<file path="src/rtl/ifu_prefetch.sv">
// Instruction fetch unit with a prefetch FIFO, multiple icache requests in flight and redirect squashing.
// Define IFU_PERF_CNT_EN to add the fetch/stall/squash performance counter outputs.
module ifu_prefetch #(
    parameter int unsigned          XLEN      = 32,
    parameter logic [XLEN-1:0]      RESET_PC  = 32'h3000_0000,
    parameter int unsigned          FQ_DEPTH  = 4,
    parameter int unsigned          MAX_OUTST = 2
) (
    input  logic            clock,
    input  logic            reset,
    input  logic            i_redirect,
    input  logic [XLEN-1:0] i_pc_next,
    output logic            req,
    input  logic            req_ready,
    output logic [XLEN-1:0] req_addr,
    input  logic            resp_valid,
    input  logic [XLEN-1:0] resp_ins,
    output logic            o_valid,
    input  logic            i_post_ready,
    output logic [XLEN-1:0] ins,
`ifdef IFU_PERF_CNT_EN
    output logic [63:0]     o_fetch_cnt,
    output logic [63:0]     o_stall_cnt,
    output logic [31:0]     o_squash_cnt,
`endif
    output logic [XLEN-1:0] pc
);

    localparam int unsigned PW = $clog2(FQ_DEPTH);
    localparam int unsigned CW = PW + 1;
    localparam int unsigned OW = $clog2(MAX_OUTST) + 1;

    logic [XLEN-1:0] fetch_pc_q, fetch_pc_d;
    logic [CW-1:0]   count_q, count_d;
    logic [PW-1:0]   wr_ptr_q, wr_ptr_d, rd_ptr_q, rd_ptr_d;
    logic [PW-1:0]   tag_wr_q, tag_wr_d, tag_rd_q, tag_rd_d;
    logic [OW-1:0]   outst_q, outst_d, squash_q, squash_d;

    logic [XLEN-1:0] fifo_ins_q [FQ_DEPTH];
    logic [XLEN-1:0] fifo_pc_q  [FQ_DEPTH];
    logic [XLEN-1:0] tag_q      [FQ_DEPTH];

    logic [CW:0] occ;
    logic        issue, resp_ok, drop, push, pop;

    always_comb begin
        occ      = (CW+1)'(outst_q) + (CW+1)'(count_q);
        req      = !reset && !i_redirect && (occ < (CW+1)'(FQ_DEPTH)) && (outst_q < OW'(MAX_OUTST));
        req_addr = fetch_pc_q;
        o_valid  = (count_q != '0);
        ins      = o_valid ? fifo_ins_q[rd_ptr_q] : '0;
        pc       = o_valid ? fifo_pc_q[rd_ptr_q]  : '0;
        issue    = req && req_ready;
        // Responses with nothing outstanding are ignored; the tag queue stays aligned with outst.
        resp_ok  = resp_valid && (outst_q != '0);
        drop     = resp_ok && (squash_q != '0);
        push     = resp_ok && (squash_q == '0) && !i_redirect;
        pop      = o_valid && i_post_ready && !i_redirect;
    end

    always_comb begin
        fetch_pc_d = fetch_pc_q;
        count_d    = count_q + CW'(push) - CW'(pop);
        wr_ptr_d   = wr_ptr_q + PW'(push);
        rd_ptr_d   = rd_ptr_q + PW'(pop);
        tag_wr_d   = tag_wr_q + PW'(issue);
        tag_rd_d   = tag_rd_q + PW'(resp_ok);
        outst_d    = outst_q + OW'(issue) - OW'(resp_ok);
        squash_d   = squash_q - OW'(drop);
        if (issue) begin
            fetch_pc_d = fetch_pc_q + XLEN'(4);
        end
        // Squash counts already live inside outst, so one formula covers nested redirects.
        if (i_redirect) begin
            fetch_pc_d = i_pc_next;
            count_d    = '0;
            wr_ptr_d   = '0;
            rd_ptr_d   = '0;
            squash_d   = outst_q - OW'(resp_ok);
        end
    end

    always_ff @(posedge clock or posedge reset) begin
        if (reset) begin
            fetch_pc_q <= RESET_PC;
            count_q    <= '0;
            wr_ptr_q   <= '0;
            rd_ptr_q   <= '0;
            tag_wr_q   <= '0;
            tag_rd_q   <= '0;
            outst_q    <= '0;
            squash_q   <= '0;
        end else begin
            fetch_pc_q <= fetch_pc_d;
            count_q    <= count_d;
            wr_ptr_q   <= wr_ptr_d;
            rd_ptr_q   <= rd_ptr_d;
            tag_wr_q   <= tag_wr_d;
            tag_rd_q   <= tag_rd_d;
            outst_q    <= outst_d;
            squash_q   <= squash_d;
        end
    end

    always_ff @(posedge clock) begin
        if (issue) begin
            tag_q[tag_wr_q] <= fetch_pc_q;
        end
        if (push) begin
            fifo_ins_q[wr_ptr_q] <= resp_ins;
            fifo_pc_q[wr_ptr_q]  <= tag_q[tag_rd_q];
        end
    end

`ifdef IFU_PERF_CNT_EN
    logic [63:0] fetch_cnt_q, fetch_cnt_d, stall_cnt_q, stall_cnt_d;
    logic [31:0] squash_cnt_q, squash_cnt_d;

    always_comb begin
        fetch_cnt_d  = fetch_cnt_q + 64'(pop);
        stall_cnt_d  = stall_cnt_q + 64'(!o_valid && i_post_ready);
        squash_cnt_d = squash_cnt_q + 32'(drop);
    end

    always_ff @(posedge clock or posedge reset) begin
        if (reset) begin
            fetch_cnt_q  <= '0;
            stall_cnt_q  <= '0;
            squash_cnt_q <= '0;
        end else begin
            fetch_cnt_q  <= fetch_cnt_d;
            stall_cnt_q  <= stall_cnt_d;
            squash_cnt_q <= squash_cnt_d;
        end
    end

    assign o_fetch_cnt  = fetch_cnt_q;
    assign o_stall_cnt  = stall_cnt_q;
    assign o_squash_cnt = squash_cnt_q;
`endif

    // A response with no request outstanding is an icache protocol violation.
    a_resp_has_outst: assert property (@(posedge clock) disable iff (reset) !(resp_valid && (outst_q == '0)));

endmodule

</file>
<file path="config.mk">
export PLATFORM = sky130hd
export DESIGN_NAME = ifu_prefetch
export DESIGN_NICKNAME = d
export VERILOG_FILES = /design/src/rtl/ifu_prefetch.sv
export SDC_FILE = /design/constraint.sdc
export NUM_CORES = 1
export LEC_CHECK = 0
export CORE_MARGIN = 8
export CORE_UTILIZATION = 50
export DETAILED_ROUTE_END_ITERATION = 6
export MAX_ROUTING_LAYER = met4
export PLACE_DENSITY_LB_ADDON = 0.2
export SLEW_MARGIN = 10
export SYNTH_ARGS = -nofsm -noshare
export SYNTH_HDL_FRONTEND = slang
export SYNTH_SLANG_ARGS = --single-unit
</file>
<file path="constraint.sdc">
create_clock -name clock -period 14.6 [get_ports clock]
set_input_delay 1.46 -clock clock [delete_from_list [all_inputs] [get_ports clock]]
set_output_delay 1.46 -clock clock [all_outputs]
set_load 0.05 [all_outputs]
</file>
==> impl_results.md, run 1 <==
- Reg area: 0.0127 mm^2
- Cells after synthesis: between 800 and 900
- Worst-path clk slew: ~0.06 ns
- GP Congestion: approximately 0.83
- CTS Root Cell: clkbuf_16
- Largest family of logic cells by synthesized area: multiplexers
- Largest cells by area after synthesis: edfxtp_1 68%, mux4_2 13%, dfrtp_1 6.7%
- Met2 Use GR: 0.297
- Initial antenna violation count: 0
- CP max FO: 35
- Pwr dens: 179 mW/mm^2
- Status: complete, no violations
- Fin. Hold Viols: 0
- Final setup fails: 0
- Area Growth Syn to Fin: 21.7%
- Sink Count: 431
- Psw: ~0.0011 W
- Combinational Power Share: 0.271
- Synth Area in Compound Gates: 0.0244
- IO Count: approximately 170
- Worst vdd ir: about 0.12 mV
- Post-synth top flop: edfxtp_1
- Die area: ~0.04 mm^2
- Synth Area in Simple Gates: 0.0582
- Synth Area in XOR/XNOR: 0.00832
- Core area: around 0.033 mm^2
- Slew of the pin with the lowest slew margin: around 1.1 ns
- Critical path class: register to output port
- GRT Total Usage: 0.184
- Gr ovfl total: 0
- Drt drc: 0
- Via count: approximately 8600
- Max-slew headroom: 0.277
- Port bufs: between 150 and 200
- Clock share of power: 0.308
- Clk_lat worst skew: ~0.52 ns
- Row count: 67
- Net Sw Frac: 0.308
- Initial Utilization: 0.505
- Min-delay worst type: register to register
- Die W: between 150 and 200 um
- Multi-input gate area: between 0.003 and 0.004 mm^2
- Mean post-synth cell area: ~20 um^2
- Syn. warnings: 0
- Routed Antenna Nets: 0
- Max Cap Violations: 0
- Yosys top cell area share: 0.685
- RSZ-0062 raised after global routing: no
- Post-synthesis cell area: approximately 0.017 mm^2
- Min Tclk post-route: between 5 and 6 ns
- Met1 Usage GRT: 0.246
- Clock skew: 0.0140 ns
- Setup TNS: 0 ns
- Post-detail-place hpwl: roughly 20 mm
- Post-synth EDFFs: between 300 and 400
- Detailed Route WL: between 30 and 40 mm
- Clock Path Buffers: 3
- CP startpoint kind: register
- Final-stage net count: around 1100
- Pleak: between 6 and 7 nW
- Max H-tree Level: 2
- Wirelength per Cell: 22.9 um
- Int Pwr: 0.00254 W
- CP required: roughly 13 ns
- Largest net degree at the start of global routing: 67
- Global-route wire length before repair: approximately 54 mm
- Chip Height: about 200 um
- Resize count post-CTS: 0
- CTS tree: built
- Via density: between 5 and 6
- Adder-cell share of the synthesized area: 0.0101
- Final Slew Violations: 0
- Vias in the first global route: just over 9000
- Final cycle utilization of the critical path: 0.348
- WP data arrival: about 3.6 ns
- Worst Setup End Kind: output port
- TritonRoute pass-1 iters: 4
- Inst Count DP: ~1400
- Inserted Clock Buffers: 44
- Synth async-reset ratio: 0.109
- GR Util met3: 0.0298
- Seq pwr share: 0.421
- Yosys reg bits: between 400 and 500
- Fill count: 2440
- Share of layout cells above drive strength 1: 0.184
- Post-synthesis sequential area ratio: 0.755
- Multiplexer share of the synthesized area: 0.131
- ANT cells: 0
- DR iter-0 viols: between 400 and 500
- Largest area contributor in the netlist: edfxtp_1
- Max Fclk: a little under 200 MHz
- Layout Cells excl Fill: roughly 1500
- Post-synthesis net count: roughly 940
- Unique masters post-synth: 47
- Post-CTS setup buffer count: 0
- Hold-fix buffers, CTS: 0
- Gr busiest metal: met2
-- state kept, by name, summed over array words and instances, names as in the netlist --
register / cells
wr_ptr_q: 2
tag_rd_q: 2
fifo_ins_q: 128
squash_q: 2
count_q: 3
tag_q: 128
fifo_pc_q: 128
outst_q: 2
tag_wr_q: 2
rd_ptr_q: 2
req_addr: 32
-- per-stage QoR --
| step | hold WS (ns) | util | power [W] | area, um^2 | worst slack [ns] |
|---|---|---|---|---|---|
| after floorplan | 0.477 | - | 0.00224 | 16800 | 7.48 |
| after global placement | 0.534 | 0.570 | 0.00257 | 19000 | 9.68 |
| after detailed placement | 0.539 | 0.570 | 0.00259 | 19000 | 9.66 |
| after CTS | 0.553 | 0.615 | 0.00372 | 20500 | 9.37 |
| after global routing | 0.588 | 0.615 | 0.00382 | 20500 | 9.24 |
| final | 0.559 | 0.615 | 0.00367 | 20500 | 9.51 |
-- worst max-delay path: stages (launching register included) --
cell and delay, ns:
dfrtp_4 0.90, buf_4 0.70, mux4_2 0.57, and2_1 0.20
clkdlybuf4s50_1 0.71
-- cell families (layout without fill, tap and decap cells) --
| family | after synthesis | after routing |
|---|---|---|
| AOI/OAI and AO/OA | 58 | 58 |
| buffers and inverters | 54 | 271 |
| xor gates and xnor gates | 16 | 16 |
| and+or+nand+nor | 181 | 181 |
| DFF | 431 | 431 |
| adders and majority gates | 13 | 13 |
| muxes | 100 | 100 |
-- power groups by stage --
| stage | logic [W] | registers, W | clock network [W] |
|---|---|---|---|
| finish | 0.000996 | 0.00155 | 0.00113 |
| global route | 0.00106 | 0.00156 | 0.00120 |
| CTS | 0.00102 | 0.00155 | 0.00115 |
| detailed placement | 0.00102 | 0.00157 | 0 |
| global placement | 0.00100 | 0.00157 | 0 |
| floorplan | 0.000673 | 0.00157 | 0 |
-- routing by layer --
layer / vias to the layer above / routed length [um]
li1: 3805 / -
met1: 4433 / 15000
met2: 273 / 17100
met3: 47 / 2000
met4: 0 / 568
met5: - / 0
-- cells in the mapped netlist, drive strengths merged (2+ instances only) --
library cell,instances
a31o,3
or3,2
dfrtp,45
nand2,41
and4,2
buf,19
a21oi,3
xnor2,7
nor2b,4
mux2,2
and3,8
o311ai,11
mux2i,2
a22oi,2
nand3,15
o21ai,19
nand4,10
a221o,3
dfstp,2
nor2,19
inv,12
nor3,8
nor3b,2
clkbuf,23
o211ai,11
ha,12
edfxtp,384
xor2,9
and2,64
mux4,96
a31oi,3
or4,3
-- path summary, 6_finish.rpt --
check | startpoint | end | slack, ns | cells past startpoint
max in group asynchronous | reset | rd_ptr_q[0]$_DFF_PP0_ | 12.30 | 2
setup reg to reg | outst_q[1]$_DFF_PP0_ | tag_q[3][18]$_DFFE_PP_ | 11.04 | 6
hold / removal | req_addr[1]$_DFFE_PP0P_ | tag_q[3][1]$_DFFE_PP_ | 0.56 | 0
setup / recovery | rd_ptr_q[0]$_DFF_PP0_ | pc[1] | 9.51 | 4
min in group asynchronous | reset | outst_q[0]$_DFF_PP0_ | 1.56 | 2
hold reg to reg | req_addr[1]$_DFFE_PP0P_ | tag_q[3][1]$_DFFE_PP_ | 0.56 | 0
-- area by class of cell --
type                       instances  share of cell area
clock buffer                      53              0.0564
clock inverter                    27              0.0156
inverter                          12             0.00220
multi-input combinational        368               0.193
sequential                       431               0.620
tap                              448              0.0273
timing repair buffer             179              0.0857
-- layout by cell type, fill, tap and decap left out, types with 6 or more instances in the layout --
cell type,Yosys,final
nand4_1,10,10
ha_1,12,12
nand3_1,15,15
clkdlybuf4s50_1,0,166
o21ai_0,18,18
nor3_1,8,6
edfxtp_1,384,384
mux4_2,96,96
clkbuf_16,0,45
nor2_1,19,17
o311ai_0,8,8
nand2_1,39,39
xor2_1,9,9
dfrtp_1,45,42
and3_1,8,7
bufinv_16,0,7
xnor2_1,7,7
clkbuf_1,23,8
inv_1,11,10
buf_4,0,12
o211ai_1,11,11
and2_1,64,64
clkinv_1,0,9
Power figures use the tool's default switching activity.
==> run 2: changes to the inputs <==
==> constraint.sdc (replaced) <==
create_clock -name clock -period 5.3 [get_ports clock]
set_input_delay 0.53 -clock clock [delete_from_list [all_inputs] [get_ports clock]]
set_output_delay 0.53 -clock clock [all_outputs]
set_load 0.05 [all_outputs]
==> run 2 against run 1 <==
- clock skew is 0.0044 ns higher
- critical path type unchanged
- combinational power grew to 2.8 times the previous value
- final cell count hardly changed
- worst hold slack worse by 0.018 ns
- critical path depth stayed put
- power grew to 2.7 times the previous value
- first-iteration DRC count is 25% higher
==> impl_results.md, run 2 (synthesized netlist as in run 1, its figures left out) <==
- Row count: 67 (unchanged)
- Final Slew Violations: 0 (unchanged)
- Wirelength per Cell: 22.9 um (about the same)
- Multi-input gate area: 0.00396 mm^2 (was 0.00395 mm^2)
- Clk_lat worst skew: 0.52 ns (about the same)
- Fin. Hold Viols: 0 (unchanged)
- Max Fclk: 276 MHz
- Min Tclk post-route: ~3.6 ns
- Net Sw Frac: 0.308 (about the same)
- Final setup fails: 0 (unchanged)
- Share of layout cells above drive strength 1: 0.181 (was 0.184)
- Combinational Power Share: 0.275 (was 0.271)
- Setup TNS: 0 ns (unchanged)
- Pwr dens: 489 mW/mm^2 (was 179 mW/mm^2)
- Core area: 0.0334 mm^2 (unchanged)
- Clock share of power: 0.300 (was 0.308)
- CTS tree: built (unchanged)
- Worst-path clk slew: 0.06 ns (about the same)
- Gr ovfl total: 0 (unchanged)
- Psw: 0.00309 W (was 0.00113 W)
- Post-detail-place hpwl: 21.3 mm (was 20.4 mm)
- GP Congestion: 0.830 (was 0.834)
- Seq pwr share: 0.425 (was 0.421)
- Max Cap Violations: 0 (unchanged)
- Vias in the first global route: 8858 (was 9073)
- Initial Utilization: 0.505 (unchanged)
- CP required: 4.77 ns (was 13.14 ns)
- Routed Antenna Nets: 0 (unchanged)
- WP data arrival: 3.09 ns (was 3.63 ns)
- IO Count: 168 (unchanged)
- CP max FO: 51 (was 35)
- Final cycle utilization of the critical path: 0.684
- Area Growth Syn to Fin: 21.7% (about the same)
- Largest net degree at the start of global routing: 66 (was 67)
- Sink Count: 431 (unchanged)
- Pleak: 6.68 nW (was 6.69 nW)
- Int Pwr: 0.00695 W (was 0.00254 W)
- Hold-fix buffers, CTS: 0 (unchanged)
- Port bufs: 167 (unchanged)
- Worst vdd ir: 0.326 mV (was 0.121 mV)
- Die W: 200 um (unchanged)
- Min-delay worst type: register to register (unchanged)
- Via count: 8489 (was 8558)
- TritonRoute pass-1 iters: 5 (was 4)
- DR iter-0 viols: 593 (was 473)
- Final-stage net count: 1121 (was 1119)
- GRT Total Usage: 0.181 (was 0.184)
- Post-layout util: 0.614 (was 0.615)
- WHS: 0.542 ns (was 0.559 ns)
- R2R setup slack: 1.80 ns (was 11.04 ns)
- Reg area: 0.0127 mm^2 (unchanged)
- Via density: 5.60 (was 5.64)
- Biggest regs: fifo_ins_q x128, fifo_pc_q x128, tag_q x128 (unchanged)
- Commonest non-fill, non-tap cell in the layout: edfxtp_1 (unchanged)
- Drt drc: 0 (unchanged)
- Worst Setup End Kind: output port (unchanged)
- CTS Root Cell: clkbuf_16 (unchanged)
- Critical path class: register to output port (unchanged)
- Initial antenna violation count: 0 (unchanged)
- Commonest cells after routing, fill and taps aside: 384 x edfxtp_1, 166 x clkdlybuf4s50_1, 96 x mux4_2 (unchanged)
- Global-route wire length before repair: 53.1 mm (was 54.0 mm)
- Max H-tree Level: 2 (unchanged)
- Die area: 0.0398 mm^2 (unchanged)
- Slew of the pin with the lowest slew margin: 1.09 ns (was 1.08 ns)
- RSZ-0062 raised after global routing: no (unchanged)
- CP startpoint kind: register (unchanged)
- Status: complete, no violations (unchanged)
- Max-slew headroom: 0.271 (was 0.277)
- Chip Height: 200 um (unchanged)
- ANT cells: 0 (unchanged)
- Inserted Clock Buffers: 43 (was 44)
- Fill count: 2418 (was 2440)
- Post-CTS setup buffer count: 0 (unchanged)
- Clock skew: 0.0184 ns (was 0.0140 ns)
- Resize count post-CTS: 0 (unchanged)
- Clock Path Buffers: 3 (unchanged)
- Detailed Route WL: 34.8 mm (was 34.7 mm)
==> run 2: cell count changes in the layout (fill, tap and decap cells not counted), sizes merged <==
cell      previous run  this run
clkinv              16        13
clkbuf              53        54
buf                 13        16
clkinvlp             4         1
inv                 12        13
==> run 2: power by group through the flow <==
stage	Combinational, W	Clock (W)	Sequential, W
finish	0.00276	0.00301	0.00426
global route	0.00293	0.00321	0.00428
CTS	0.00282	0.00307	0.00426
detailed placement	0.00281	0	0.00433
global placement	0.00279	0	0.00433
floorplan	0.00185	0	0.00432
==> run 2: per-layer routing <==
| metal | vias to the layer above | track usage | wire length [um] |
|---|---|---|---|
| met1 | 4367 | 0.241 | 15100 |
| li1 | 3809 | - | - |
| met3 | 41 | 0.0283 | 2040 |
| met4 | 0 | 0.0409 | 539 |
| met5 | - | - | 0 |
| met2 | 272 | 0.296 | 17100 |
==> run 2: worst max-delay path: stages (launching register included) <==
cell and delay [ns]:
dfrtp_4 0.65, buf_12 0.42, mux4_2 0.57, and2_1 0.20, clkdlybuf4s50_1 0.70
==> run 2: final cells by class <==
class	count	area share
well taps	448	0.0273
repair buffers	182	0.0886
multi-input cells	368	0.193
flip-flops and latches	431	0.620
inverters	12	0.00220
clock inverters	22	0.0137
clock buffers	54	0.0545
==> run 2: through the flow <==
| stage | setup slack [ns] | power [W] | instances | cell area, um^2 |
|---|---|---|---|---|
| floorplan | 0.439 | 0.00618 | 853 | 16900 |
| global placement | 1.69 | 0.00712 | 1441 | 19100 |
| detailed placement | 1.67 | 0.00714 | 1441 | 19100 |
| CTS | 1.58 | 0.0102 | 1517 | 20500 |
| global route | 1.52 | 0.0104 | 1517 | 20500 |
| finish | 1.68 | 0.0100 | 1517 | 20500 |
==> run 2: worst paths after layout <==
check,cells past startpoint,start,endpoint
max in group asynchronous,3,reset,rd_ptr_q[1]$_DFF_PP0_
setup reg to reg,6,outst_q[1]$_DFF_PP0_,tag_q[2][16]$_DFFE_PP_
hold reg to reg,0,req_addr[1]$_DFFE_PP0P_,tag_q[1][1]$_DFFE_PP_
min in group asynchronous,3,reset,outst_q[0]$_DFF_PP0_
hold / removal,0,req_addr[1]$_DFFE_PP0P_,tag_q[1][1]$_DFFE_PP_
setup / recovery,4,rd_ptr_q[0]$_DFF_PP0_,ins[9]
